--- config.mk ---
export PLATFORM = sky130hd
export DESIGN_NAME = ahb_lite_manager
export DESIGN_NICKNAME = d
export VERILOG_FILES = /design/src/rtl/ahb_pkg.sv /design/src/rtl/ahb_mgr_addr_gen.sv /design/src/rtl/ahb_lite_manager.sv
export SDC_FILE = /design/constraint.sdc
export NUM_CORES = 1
export LEC_CHECK = 0
export CORE_UTILIZATION = 50
export DETAILED_ROUTE_END_ITERATION = 10
export PLACE_DENSITY = 0.89
export SYNTH_ARGS = -nofsm -noshare
export SYNTH_HDL_FRONTEND = slang
export SYNTH_SLANG_ARGS = --single-unit
--- constraint.sdc ---
create_clock -name HCLK -period 3.5 [get_ports HCLK]
set_input_delay 0.35 -clock HCLK [delete_from_list [all_inputs] [get_ports HCLK]]
set_output_delay 0.35 -clock HCLK [all_outputs]
set_load 0.02 [all_outputs]
--- src/rtl/ahb_pkg.sv ---
// ---------------------------------------------------------------------------
// ahb_pkg
//   Shared AHB-Lite encodings and the manager FSM state type.
//   Contents:
//     HTRANS_*  : transfer type codes (IDLE/BUSY/NONSEQ/SEQ)
//     HBURST_*  : burst type codes (SINGLE/INCR/INCR4/INCR8/INCR16)
//     HRESP_*   : response codes (OKAY/ERROR)
//     mgr_state_t : manager FSM states
// ---------------------------------------------------------------------------
package ahb_pkg;

    localparam logic [1:0] HTRANS_IDLE   = 2'b00;
    localparam logic [1:0] HTRANS_BUSY   = 2'b01;
    localparam logic [1:0] HTRANS_NONSEQ = 2'b10;
    localparam logic [1:0] HTRANS_SEQ    = 2'b11;

    localparam logic [2:0] HBURST_SINGLE = 3'b000;
    localparam logic [2:0] HBURST_INCR   = 3'b001;
    localparam logic [2:0] HBURST_INCR4  = 3'b011;
    localparam logic [2:0] HBURST_INCR8  = 3'b101;
    localparam logic [2:0] HBURST_INCR16 = 3'b111;

    localparam logic HRESP_OKAY  = 1'b0;
    localparam logic HRESP_ERROR = 1'b1;

    typedef enum logic [2:0] {
        ST_IDLE  = 3'd0,
        ST_ADDR  = 3'd1,
        ST_WAITW = 3'd2,
        ST_DLAST = 3'd3,
        ST_ERR   = 3'd4
    } mgr_state_t;

endpackage

--- src/rtl/ahb_mgr_addr_gen.sv ---
// ---------------------------------------------------------------------------
// ahb_mgr_addr_gen
//   Purely combinational address helper for ahb_lite_manager.
//   Ports:
//     cur_addr/cur_size      : address and size of the beat being driven
//     next_addr              : address of the following beat (incrementing)
//     at_1k                  : current beat starts on a 1KB boundary
//     start_addr/size/len    : command being accepted
//     start_burst            : HBURST to use for that command
// ---------------------------------------------------------------------------
module ahb_mgr_addr_gen
    import ahb_pkg::*;
#(
    parameter int ADDR_WIDTH = 32,
    parameter int LEN_W      = 5
)(
    input  logic [ADDR_WIDTH-1:0] cur_addr,
    input  logic [2:0]            cur_size,
    input  logic [ADDR_WIDTH-1:0] start_addr,
    input  logic [2:0]            start_size,
    input  logic [LEN_W-1:0]      start_len,
    output logic [ADDR_WIDTH-1:0] next_addr,
    output logic                  at_1k,
    output logic [2:0]            start_burst
);

    logic [ADDR_WIDTH-1:0] span;
    logic [ADDR_WIDTH-1:0] last_addr;
    logic                  start_cross;

    always_comb begin
        next_addr = cur_addr + (ADDR_WIDTH'(1) << cur_size);
        at_1k     = (cur_addr[9:0] == 10'd0);

        // Byte address of the final byte of the command decides whether a
        // fixed-length burst would straddle a 1KB region.
        span        = ADDR_WIDTH'(start_len) << start_size;
        last_addr   = start_addr + span - ADDR_WIDTH'(1);
        start_cross = (start_addr[ADDR_WIDTH-1:10] != last_addr[ADDR_WIDTH-1:10]);

        start_burst = HBURST_INCR;
        if (32'(start_len) == 32'd1) begin
            start_burst = HBURST_SINGLE;
        end else if (!start_cross) begin
            if (32'(start_len) == 32'd4) begin
                start_burst = HBURST_INCR4;
            end else if (32'(start_len) == 32'd8) begin
                start_burst = HBURST_INCR8;
            end else if (32'(start_len) == 32'd16) begin
                start_burst = HBURST_INCR16;
            end
        end
    end

endmodule

--- src/rtl/ahb_lite_manager.sv ---
// ---------------------------------------------------------------------------
// ahb_lite_manager
//   AHB-Lite manager converting a command/data stream into SINGLE and
//   INCR-family transfers, with wait states, two-cycle ERROR, BUSY on
//   write-data underflow and 1KB boundary splitting.
//   Ports:
//     HCLK, HRESETn           : clock, asynchronous active-low reset
//     cmd_*                   : command request (valid/ready handshake)
//     wr_data/wr_valid/wr_ready : write beat stream
//     rd_data/rd_valid        : read beat stream (no backpressure)
//     done/done_err           : end-of-command pulse and error flag
//     H*                      : AHB-Lite manager bus signals
//   Optional feature macro AHB_MGR_MASTLOCK_EN adds cmd_lock / HMASTLOCK.
//   Write data sources must hold wr_valid/wr_data until wr_ready.
// ---------------------------------------------------------------------------
module ahb_lite_manager
    import ahb_pkg::*;
#(
    parameter int         ADDR_WIDTH = 32,
    parameter int         DATA_WIDTH = 32,
    parameter int         MAX_LEN    = 16,
    parameter logic [3:0] HPROT_VAL  = 4'b0011
)(
    input  logic                      HCLK,
    input  logic                      HRESETn,
    input  logic                      cmd_valid,
    output logic                      cmd_ready,
    input  logic                      cmd_write,
    input  logic [ADDR_WIDTH-1:0]     cmd_addr,
    input  logic [2:0]                cmd_size,
    input  logic [$clog2(MAX_LEN):0]  cmd_len,
`ifdef AHB_MGR_MASTLOCK_EN
    input  logic                      cmd_lock,
    output logic                      HMASTLOCK,
`endif
    input  logic [DATA_WIDTH-1:0]     wr_data,
    input  logic                      wr_valid,
    output logic                      wr_ready,
    output logic [DATA_WIDTH-1:0]     rd_data,
    output logic                      rd_valid,
    output logic                      done,
    output logic                      done_err,
    output logic [ADDR_WIDTH-1:0]     HADDR,
    output logic [1:0]                HTRANS,
    output logic                      HWRITE,
    output logic [2:0]                HSIZE,
    output logic [2:0]                HBURST,
    output logic [3:0]                HPROT,
    output logic [DATA_WIDTH-1:0]     HWDATA,
    input  logic [DATA_WIDTH-1:0]     HRDATA,
    input  logic                      HREADY,
    input  logic                      HRESP
);

    localparam int LEN_W = $clog2(MAX_LEN) + 1;

    mgr_state_t            state_q, state_d;
    logic [ADDR_WIDTH-1:0] addr_q, addr_d;
    logic [2:0]            size_q, size_d;
    logic                  write_q, write_d;
    logic [2:0]            burst_q, burst_d;
    logic [LEN_W-1:0]      beats_q, beats_d;      // address phases still to issue
    logic                  first_q, first_d;      // next beat is the first of the command
    logic                  pend_q, pend_d;        // transfer presented while HREADY low
    logic                  dphase_q, dphase_d;    // a real data phase is in progress
    logic                  dwrite_q, dwrite_d;
    logic [DATA_WIDTH-1:0] hwdata_q, hwdata_d;
    logic [DATA_WIDTH-1:0] rd_data_q, rd_data_d;
    logic                  rd_valid_q, rd_valid_d;
    logic                  done_q, done_d;
    logic                  done_err_q, done_err_d;
`ifdef AHB_MGR_MASTLOCK_EN
    logic                  lock_q, lock_d;
`endif

    logic [ADDR_WIDTH-1:0] next_addr;
    logic                  at_1k;
    logic [2:0]            start_burst;
    logic                  in_addr;
    logic                  err_first;
    logic                  issue;
    logic                  drive_xfer;
    logic                  accept;
    logic [1:0]            htrans;

    ahb_mgr_addr_gen #(
        .ADDR_WIDTH (ADDR_WIDTH),
        .LEN_W      (LEN_W)
    ) u_addr_gen (
        .cur_addr    (addr_q),
        .cur_size    (size_q),
        .start_addr  (cmd_addr),
        .start_size  (cmd_size),
        .start_len   (cmd_len),
        .next_addr   (next_addr),
        .at_1k       (at_1k),
        .start_burst (start_burst)
    );

    // The done cycle still counts as busy so a command is never accepted
    // in the same cycle the previous one reports completion.
    assign cmd_ready = (state_q == ST_IDLE) && !done_q;

    always_comb begin
        state_d    = state_q;
        addr_d     = addr_q;
        size_d     = size_q;
        write_d    = write_q;
        burst_d    = burst_q;
        beats_d    = beats_q;
        first_d    = first_q;
        pend_d     = pend_q;
        dphase_d   = dphase_q;
        dwrite_d   = dwrite_q;
        hwdata_d   = hwdata_q;
        rd_data_d  = rd_data_q;
        rd_valid_d = 1'b0;
        done_d     = 1'b0;
        done_err_d = 1'b0;
        wr_ready   = 1'b0;
`ifdef AHB_MGR_MASTLOCK_EN
        lock_d     = lock_q;
`endif

        in_addr   = (state_q == ST_ADDR) || (state_q == ST_WAITW);
        // First ERROR cycle: the pending address must be withdrawn at once.
        err_first = dphase_q && !HREADY && (HRESP == HRESP_ERROR);
        // Once a write transfer is on the bus with HREADY low it stays there.
        issue      = !write_q || wr_valid || pend_q;
        drive_xfer = in_addr && issue && !err_first;
        accept     = drive_xfer && HREADY;

        htrans = HTRANS_IDLE;
        if (drive_xfer) begin
            htrans = (first_q || at_1k) ? HTRANS_NONSEQ : HTRANS_SEQ;
        end else if (in_addr && !first_q && !err_first) begin
            htrans = HTRANS_BUSY;
        end

        if (dphase_q && !dwrite_q && HREADY && (HRESP == HRESP_OKAY)) begin
            rd_valid_d = 1'b1;
            rd_data_d  = HRDATA;
        end
        if (HREADY) begin
            dphase_d = 1'b0;
        end

        case (state_q)
            ST_IDLE: begin
                if (cmd_valid && cmd_ready) begin
                    state_d = ST_ADDR;
                    addr_d  = cmd_addr;
                    size_d  = cmd_size;
                    write_d = cmd_write;
                    burst_d = start_burst;
                    beats_d = LEN_W'(cmd_len);
                    first_d = 1'b1;
                    pend_d  = 1'b0;
`ifdef AHB_MGR_MASTLOCK_EN
                    lock_d  = cmd_lock;
`endif
                end
            end
            ST_ADDR, ST_WAITW: begin
                if (err_first) begin
                    state_d  = ST_ERR;
                    dphase_d = 1'b0;
                    pend_d   = 1'b0;
                end else if (accept) begin
                    dphase_d = 1'b1;
                    dwrite_d = write_q;
                    addr_d   = next_addr;
                    beats_d  = beats_q - LEN_W'(1);
                    first_d  = 1'b0;
                    pend_d   = 1'b0;
                    if (write_q) begin
                        wr_ready = 1'b1;
                        hwdata_d = wr_data;
                    end
                    state_d = (beats_q == LEN_W'(1)) ? ST_DLAST : ST_ADDR;
                end else begin
                    pend_d  = drive_xfer;
                    state_d = issue ? ST_ADDR : ST_WAITW;
                end
            end
            ST_DLAST: begin
                if (err_first) begin
                    state_d  = ST_ERR;
                    dphase_d = 1'b0;
                end else if (HREADY) begin
                    state_d = ST_IDLE;
                    done_d  = 1'b1;
                end
            end
            ST_ERR: begin
                if (HREADY) begin
                    state_d    = ST_IDLE;
                    done_d     = 1'b1;
                    done_err_d = 1'b1;
                end
            end
            default: begin
                state_d = ST_IDLE;
            end
        endcase
    end

    always_ff @(posedge HCLK or negedge HRESETn) begin
        if (!HRESETn) begin
            state_q    <= ST_IDLE;
            addr_q     <= '0;
            size_q     <= '0;
            write_q    <= 1'b0;
            burst_q    <= '0;
            beats_q    <= '0;
            first_q    <= 1'b0;
            pend_q     <= 1'b0;
            dphase_q   <= 1'b0;
            dwrite_q   <= 1'b0;
            hwdata_q   <= '0;
            rd_data_q  <= '0;
            rd_valid_q <= 1'b0;
            done_q     <= 1'b0;
            done_err_q <= 1'b0;
`ifdef AHB_MGR_MASTLOCK_EN
            lock_q     <= 1'b0;
`endif
        end else begin
            state_q    <= state_d;
            addr_q     <= addr_d;
            size_q     <= size_d;
            write_q    <= write_d;
            burst_q    <= burst_d;
            beats_q    <= beats_d;
            first_q    <= first_d;
            pend_q     <= pend_d;
            dphase_q   <= dphase_d;
            dwrite_q   <= dwrite_d;
            hwdata_q   <= hwdata_d;
            rd_data_q  <= rd_data_d;
            rd_valid_q <= rd_valid_d;
            done_q     <= done_d;
            done_err_q <= done_err_d;
`ifdef AHB_MGR_MASTLOCK_EN
            lock_q     <= lock_d;
`endif
        end
    end

    assign HADDR    = addr_q;
    assign HTRANS   = htrans;
    assign HWRITE   = write_q;
    assign HSIZE    = size_q;
    assign HBURST   = burst_q;
    assign HPROT    = HPROT_VAL;
    assign HWDATA   = hwdata_q;
    assign rd_data  = rd_data_q;
    assign rd_valid = rd_valid_q;
    assign done     = done_q;
    assign done_err = done_err_q;
`ifdef AHB_MGR_MASTLOCK_EN
    // Lock covers every address phase of the command, BUSY included.
    assign HMASTLOCK = lock_q && (htrans != HTRANS_IDLE);
`endif

endmodule

### Word level (Yosys, flattened, before mapping)

Cells that the tools add are included.

| word-level totals | value |
|---|---|
| register bits | 118 |
| output and inout bits | 114 |
| logic and storage cells | 113 |
| input bits | 111 |

| operators by class | value |
|---|---|
| equal/unequal tests | 13 |
| reductions and logical operators | 31 |
| $add $sub $neg | 4 |
| bitwise gates (word level) | 2 |
| shifts and indexed selects | 2 |
| muxes and demuxes | 46 |

Operators by type and width:

| kind | count |
|---|---|
| $mux 32 | 3 |
| $add 32x32->32 | 2 |
| $pmux 32 s2 | 1 |
| $shl 1x3->32 const A | 1 |
| $shl 5x3->32 | 1 |
| $sub 32x1->32 const B | 1 |
| $mux 3 | 9 |
| $ne 22x22->1 | 1 |
| $mux 1 | 20 |
| $mux 5 | 3 |
| $logic_and 1x1->1 | 12 |
| $pmux 3 s4 | 1 |
| $eq 5x1->1 const B | 2 |
| $logic_not 10->1 | 1 |
| $pmux 5 s2 | 1 |
| $mux 2 | 4 |
| $pmux 1 s2 | 4 |
| $reduce_and 4->1 | 2 |
| $eq 3x2->1 const B | 2 |
| $logic_not 1->1 | 6 |
| $eq 5x3->1 const B | 1 |
| $eq 5x4->1 const B | 1 |
| $eq 5x5->1 const B | 1 |
| $sub 5x1->5 const B | 1 |
| other kinds (11) | 17 |

### Depth between registers and ports, before layout

| logic depth | value |
|---|---|
| depth in word-level cells | 9 |
| depth in mapped cells | 17 |
| depth with buffers taken out | 16 |

### Cells and area by module

From an unflattened synthesis, not the netlist that was laid out.

| second synthesis, totals | value |
|---|---|
| cells, all modules | 941 |
| area total of the unflattened synthesis | 8722.1 sq um |

Modules (own cells, without submodules):

| module | sequential area each (sq um) | instances | area an instance (sq um) | cells an instance |
|---|---|---|---|---|
| ahb_lite_manager | 2952.8 | 1 | 5126.2 | 400 |
| ahb_mgr_addr_gen | 0.0 | 1 | 3595.9 | 541 |

### Least setup slack after synthesis

OpenSTA, ideal clock, no wires.

| path | value |
|---|---|
| path kind | input port to flip-flop |
| from | in cmd_size[0] |
| to | reg burst_q[2], in the netlist HBURST[2] |
| path buffers | 1 |
| slack | -77 ps |
| required time | 3423 ps |
| arrival | 3501 ps |
| cell stages on the path | 17 |
| setup time | 77 ps |
| path through | clkbuf_1 > mux2_2 > nor2_1 > a21oi_1 > a32oi_1 > ha_1 > inv_1 > ha_1 > and3_1 > and3_4 > nand4_4 > a211oi_4 > nor3_4 > xnor2_1 > a2111oi_2 > nand4_1 > o21ai_1 |

| on the way | value |
|---|---|
| word-level cells in the longest chain between the ends | 6 |

RTL lines:

| element | RTL line | source |
|---|---|---|
| start: declaration | ahb_lite_manager.sv:30 | `input logic [2:0] cmd_size,` |
| $shl 5x3->32 | ahb_mgr_addr_gen.sv:37 | `span = ADDR_WIDTH'(start_len) << start_size;` |
| $add 32x32->32 | ahb_mgr_addr_gen.sv:38 | `last_addr = start_addr + span - ADDR_WIDTH'(1);` |
| $sub 32x1->32 | ahb_mgr_addr_gen.sv:38 |  |
| $ne 22x22->1 | ahb_mgr_addr_gen.sv:39 | `start_cross = (start_addr[ADDR_WIDTH-1:10] != last_addr[ADDR_WIDTH-1:10]);` |
| $mux 3 | ahb_mgr_addr_gen.sv:44 | `end else if (!start_cross) begin` |
| $mux 3 | ahb_mgr_addr_gen.sv:42 | `if (32'(start_len) == 32'd1) begin` |
| end signal: assignment | ahb_lite_manager.sv:233 | `burst_q <= burst_d;` |
| end: declaration | ahb_lite_manager.sv:61 | `logic [2:0] burst_q, burst_d;` |

No other way between the ends.
A chain may end at the register's enable or synchronous reset.

### Worst setup path after layout

| path | value |
|---|---|
| from | in cmd_len[2] |
| to | reg burst_q[2], in the netlist HBURST[2] |

| on the way | value |
|---|---|
| word-level cells in the longest chain between the ends | 6 |
| elaborated cells between the ends (all ways) | 13 |
| classes of those cells | add/sub: 2; eq/ne: 5; shift: 1; mux: 5 |

RTL lines:

| element | RTL line | source |
|---|---|---|
| start: declaration | ahb_lite_manager.sv:31 | `input logic [$clog2(MAX_LEN):0] cmd_len,` |
| $shl 5x3->32 or $eq 5x5->1 (tied branches) | ahb_mgr_addr_gen.sv:37, ahb_mgr_addr_gen.sv:49 |  |
| $add 32x32->32 or $mux 3 (tied branches) | ahb_mgr_addr_gen.sv:38, ahb_mgr_addr_gen.sv:49 |  |
| $sub 32x1->32 or $mux 3 (tied branches) | ahb_mgr_addr_gen.sv:38, ahb_mgr_addr_gen.sv:47 |  |
| $ne 22x22->1 or $mux 3 (tied branches) | ahb_mgr_addr_gen.sv:39, ahb_mgr_addr_gen.sv:45 |  |
| $mux 3 | ahb_mgr_addr_gen.sv:44 |  |
| $mux 3 (*) | ahb_mgr_addr_gen.sv:42 |  |

Every way passes the cells marked *; elsewhere a longest branch is shown, timed or not.

==> metrics <==
Avg WL per Cell=about 20 µm; routed wire length=~30 mm; die area=around 17000 µm²; core footprint=between 15000 and 20000 µm²; Netlist Area Pre-Place=8453 µm²; Detailed Place HPWL=22.36 mm; diode count=0; Hold Buf Count CTS=0; share of cells above drive strength 1=0.1915; Worst Path Max Fanout=4; Slew @ Worst Pin=~0.84 ns; Final Core Density=0.7349; status=finished, final reports clean; clk_lat worst skew=between 0.4 and 0.5 ns; final-report setup violation count=0; final worst clock skew=0.01705 ns; final worst path period share=0.9656; chip height=between 100 and 150 µm; Post-layout nets=1392; buffers added on ports=220; Final Instance Area=around 12000 µm²; Avg Cell Area, Syn=around 8.8 µm²; dominant synthesized flop cell=dfrtp_1; Leakage=5.298 nW; highest routed layer=met4; routability cong.=0.9915; FMAX=295.9 MHz; number of enable flip-flop cells after synthesis=0; PwrDens=814.9 nW/µm²; storage element area=around 3000 µm²; Worst R2R End=HADDR[30]$_DFFE_PN0P_; Fillers=~1100; H-tree depth=4; worst setup path class=primary input to flip-flop; clock tree buffer depth=2; post-synthesis async set-or-reset flop share=1.000; reg2reg setup slack=0.15 ns; Synth Instances=about 960; multi-input logic area=around 5200 µm²; peak supply drop=708.6 µV; Sink Count=roughly 120; M1 WL=11.14 mm; final slew viol count=0; sequential share of the synthesized area=0.3493; r2r startpoint=HSIZE[1]$_DFFE_PN0P_; CTS tree=yes; num rows=47; Starting Density=0.5115; DR DRC count=0; relative slew slack=0.4413; CTS buffer count=17; worst hold path type=primary input to async pin; Worst EP required=approximately 3.8 ns; Total GRT Usage=0.3437; Root Buffer=clkbuf_16; total of max-cap violations=0; critical path capture point type=flip-flop; Worst Path Arrival=approximately 3.7 ns; Period minus WS final=3.380 ns; Remaining Overflow, GRT=0; number of global-route vias before repair=between 8000 and 9000; final hold vios=0; Synth Register Bits=~120; DR WL met3=between 2 and 3 mm; largest net degree at the start of global routing=66; number of antenna violations at the first check in global routing=0; Detail Route met2 WL=14.94 mm; Cell variety after synth=82; Area after DPL=between 10000 and 15000 µm²; Top Ports=approximately 230; Worst-path clk slew=0.07 ns; antenna viol nets, final=0; R2R cell count=11; Vias/cell=around 6; die width=132.0 µm; startpoint types=primary input; DR iter-0 viols=roughly 730; first-pass GRT wire length=~47 mm; Ys Warns=0; synth-to-layout area growth=43.66%; vias post-DR=a little under 9000; drt pass-1 iters=7
-- cell usage after synthesis, types with 9 or more instances --
| library cell | instances | area (µm²) |
|---|---|---|
| mux2_2 | 68 | 765.7 |
| clkbuf_1 | 38 | 142.6 |
| a211oi_1 | 10 | 75.07 |
| o21ai_1 | 12 | 60.06 |
| nor3_1 | 27 | 135.1 |
| xnor2_1 | 18 | 157.7 |
| and2_1 | 11 | 68.82 |
| o21ai_0 | 41 | 205.2 |
| nand3_1 | 18 | 90.09 |
| nor4_1 | 9 | 56.30 |
| dfrtp_1 | 118 | 2953 |
| nand2b_1 | 11 | 68.82 |
| xor2_1 | 11 | 96.34 |
| and3_1 | 16 | 100.1 |
| buf_2 | 9 | 45.04 |
| nand2_1 | 98 | 367.9 |
| a21oi_1 | 68 | 340.3 |
| inv_1 | 68 | 255.2 |
| o211ai_1 | 9 | 67.56 |
| nor2_1 | 57 | 214.0 |
| a31oi_1 | 9 | 56.30 |
| nand4_1 | 19 | 118.9 |
| ha_1 | 50 | 625.6 |
| o22ai_1 | 10 | 62.56 |
-- worst max-delay path by stage --
stage	start	to	slack [ns]	cells after the start
finish	cmd_len[2]	HBURST[2]$_DFFE_PN0P_	0.12	18
CTS	cmd_size[0]	HBURST[2]$_DFFE_PN0P_	0.004	17
floorplan	cmd_len[4]	HBURST[2]$_DFFE_PN0P_	0.04	17
global placement	cmd_size[0]	HBURST[1]$_DFFE_PN0P_	-0.61	17
detailed placement	cmd_size[0]	HBURST[2]$_DFFE_PN0P_	-0.81	17
global route	cmd_len[2]	HBURST[2]$_DFFE_PN0P_	-0.03	18
-- final cells by class --
type	count	area share
multi-input combinational	720	0.4288
inverter	68	0.02102
sequential	118	0.2431
timing repair buffer	305	0.2343
clock buffer	20	0.03843
tap	220	0.02267
clock inverter	12	0.01164
-- power breakdown --
group	leakage (nW)	total [mW]	internal, mW	switching [mW]
registers	1.41	2.60	2.02	0.579
clock network	0.294	1.79	1.12	0.670
logic	3.60	5.51	2.55	2.96
total	5.30	9.90	5.69	4.21
-- cell usage in the layout (no fill, tap or decap), types with 9 or more instances in the layout --
| master | instances |
|---|---|
| nand3_1 | 18 |
| a21oi_1 | 64 |
| inv_1 | 68 |
| nand2_1 | 97 |
| clkbuf_16 | 17 |
| xor2_1 | 11 |
| o21ai_1 | 16 |
| mux2_2 | 67 |
| dfrtp_1 | 118 |
| ha_1 | 44 |
| and3_1 | 15 |
| a31oi_1 | 9 |
| nor3_1 | 27 |
| o22ai_1 | 10 |
| xnor2_1 | 18 |
| and2_1 | 11 |
| nor2_1 | 54 |
| o211ai_1 | 9 |
| nand4_1 | 19 |
| buf_4 | 85 |
| o21ai_0 | 35 |
| nand2b_1 | 11 |
| clkdlybuf4s50_1 | 212 |
-- per-stage QoR --
step	power (mW)	std cells	hold slack, ns	TNS (ns)	setup WS, ns
2_1_floorplan	5.567	958	0.05441	0	0.04493
3_3_place_gp	7.710	1430	0.4647	-1.218	-0.6102
3_5_place_dp	7.895	1430	0.4783	-1.605	-0.8101
4_1_cts	9.808	1462	0.06732	0	0.003730
5_1_grt	10.41	1463	0.1221	-0.05249	-0.02983
6_report	9.896	1463	0.04388	0	0.1204
-- critical path, stage by stage --
cell and delay, ns:
dlygate4sd2_1 0.31, mux2_2 0.31, nand2_1 0.11, o21ai_2 0.07, o21ai_0 0.19, ha_1 0.18
inv_1 0.05, ha_1 0.33, a21oi_2 0.21, o21ai_1 0.10, a311oi_2 0.29, a21o_1 0.27
a21oi_1 0.12, mux2i_1 0.15, a2111oi_2 0.31, buf_4 0.17, nand3_1 0.07, o21ai_1 0.12
-- layer usage --
layer	vias to the layer above	track usage
met5	-	0
met4	0	0.1583
met3	86	0.07497
met2	478	0.6082
met1	4187	0.3958
li1	4031	-
-- logic make-up after synthesis --
| logic type | after synthesis | share of synthesized area |
|---|---|---|
| muxes | 77 | 0.1027 |
| and+or+nand+nor | 314 | 0.1911 |
| AOI/OAI and AO/OA | 245 | 0.1927 |
| xor gates and xnor gates | 29 | 0.03005 |
| DFF | 118 | 0.3493 |
| buffers and inverters | 120 | 0.05684 |
| other | 2 | 0.0008884 |
| adders and majority gates | 51 | 0.07638 |
-- repair_timing --
item                                    4_1_cts  5_1_grt
setup buffers                                 0        1
endpoints found under the setup margin        2        3
pin swaps                                     6       13
cloned                                        0        0
resized for setup                            14       34
-- registers in the layout, summed over array words and instances, names as in the netlist --
signal / flops
HADDR: 32
HWDATA: 32
rd_data: 32
beats_q: 5
HBURST: 3
HSIZE: 3
state_q: 3
HWRITE: 1
done: 1
done_err: 1
dphase_q: 1
dwrite_q: 1
first_q: 1
pend_q: 1
rd_valid: 1
No activity file was read; power rests on OpenSTA's default activity.
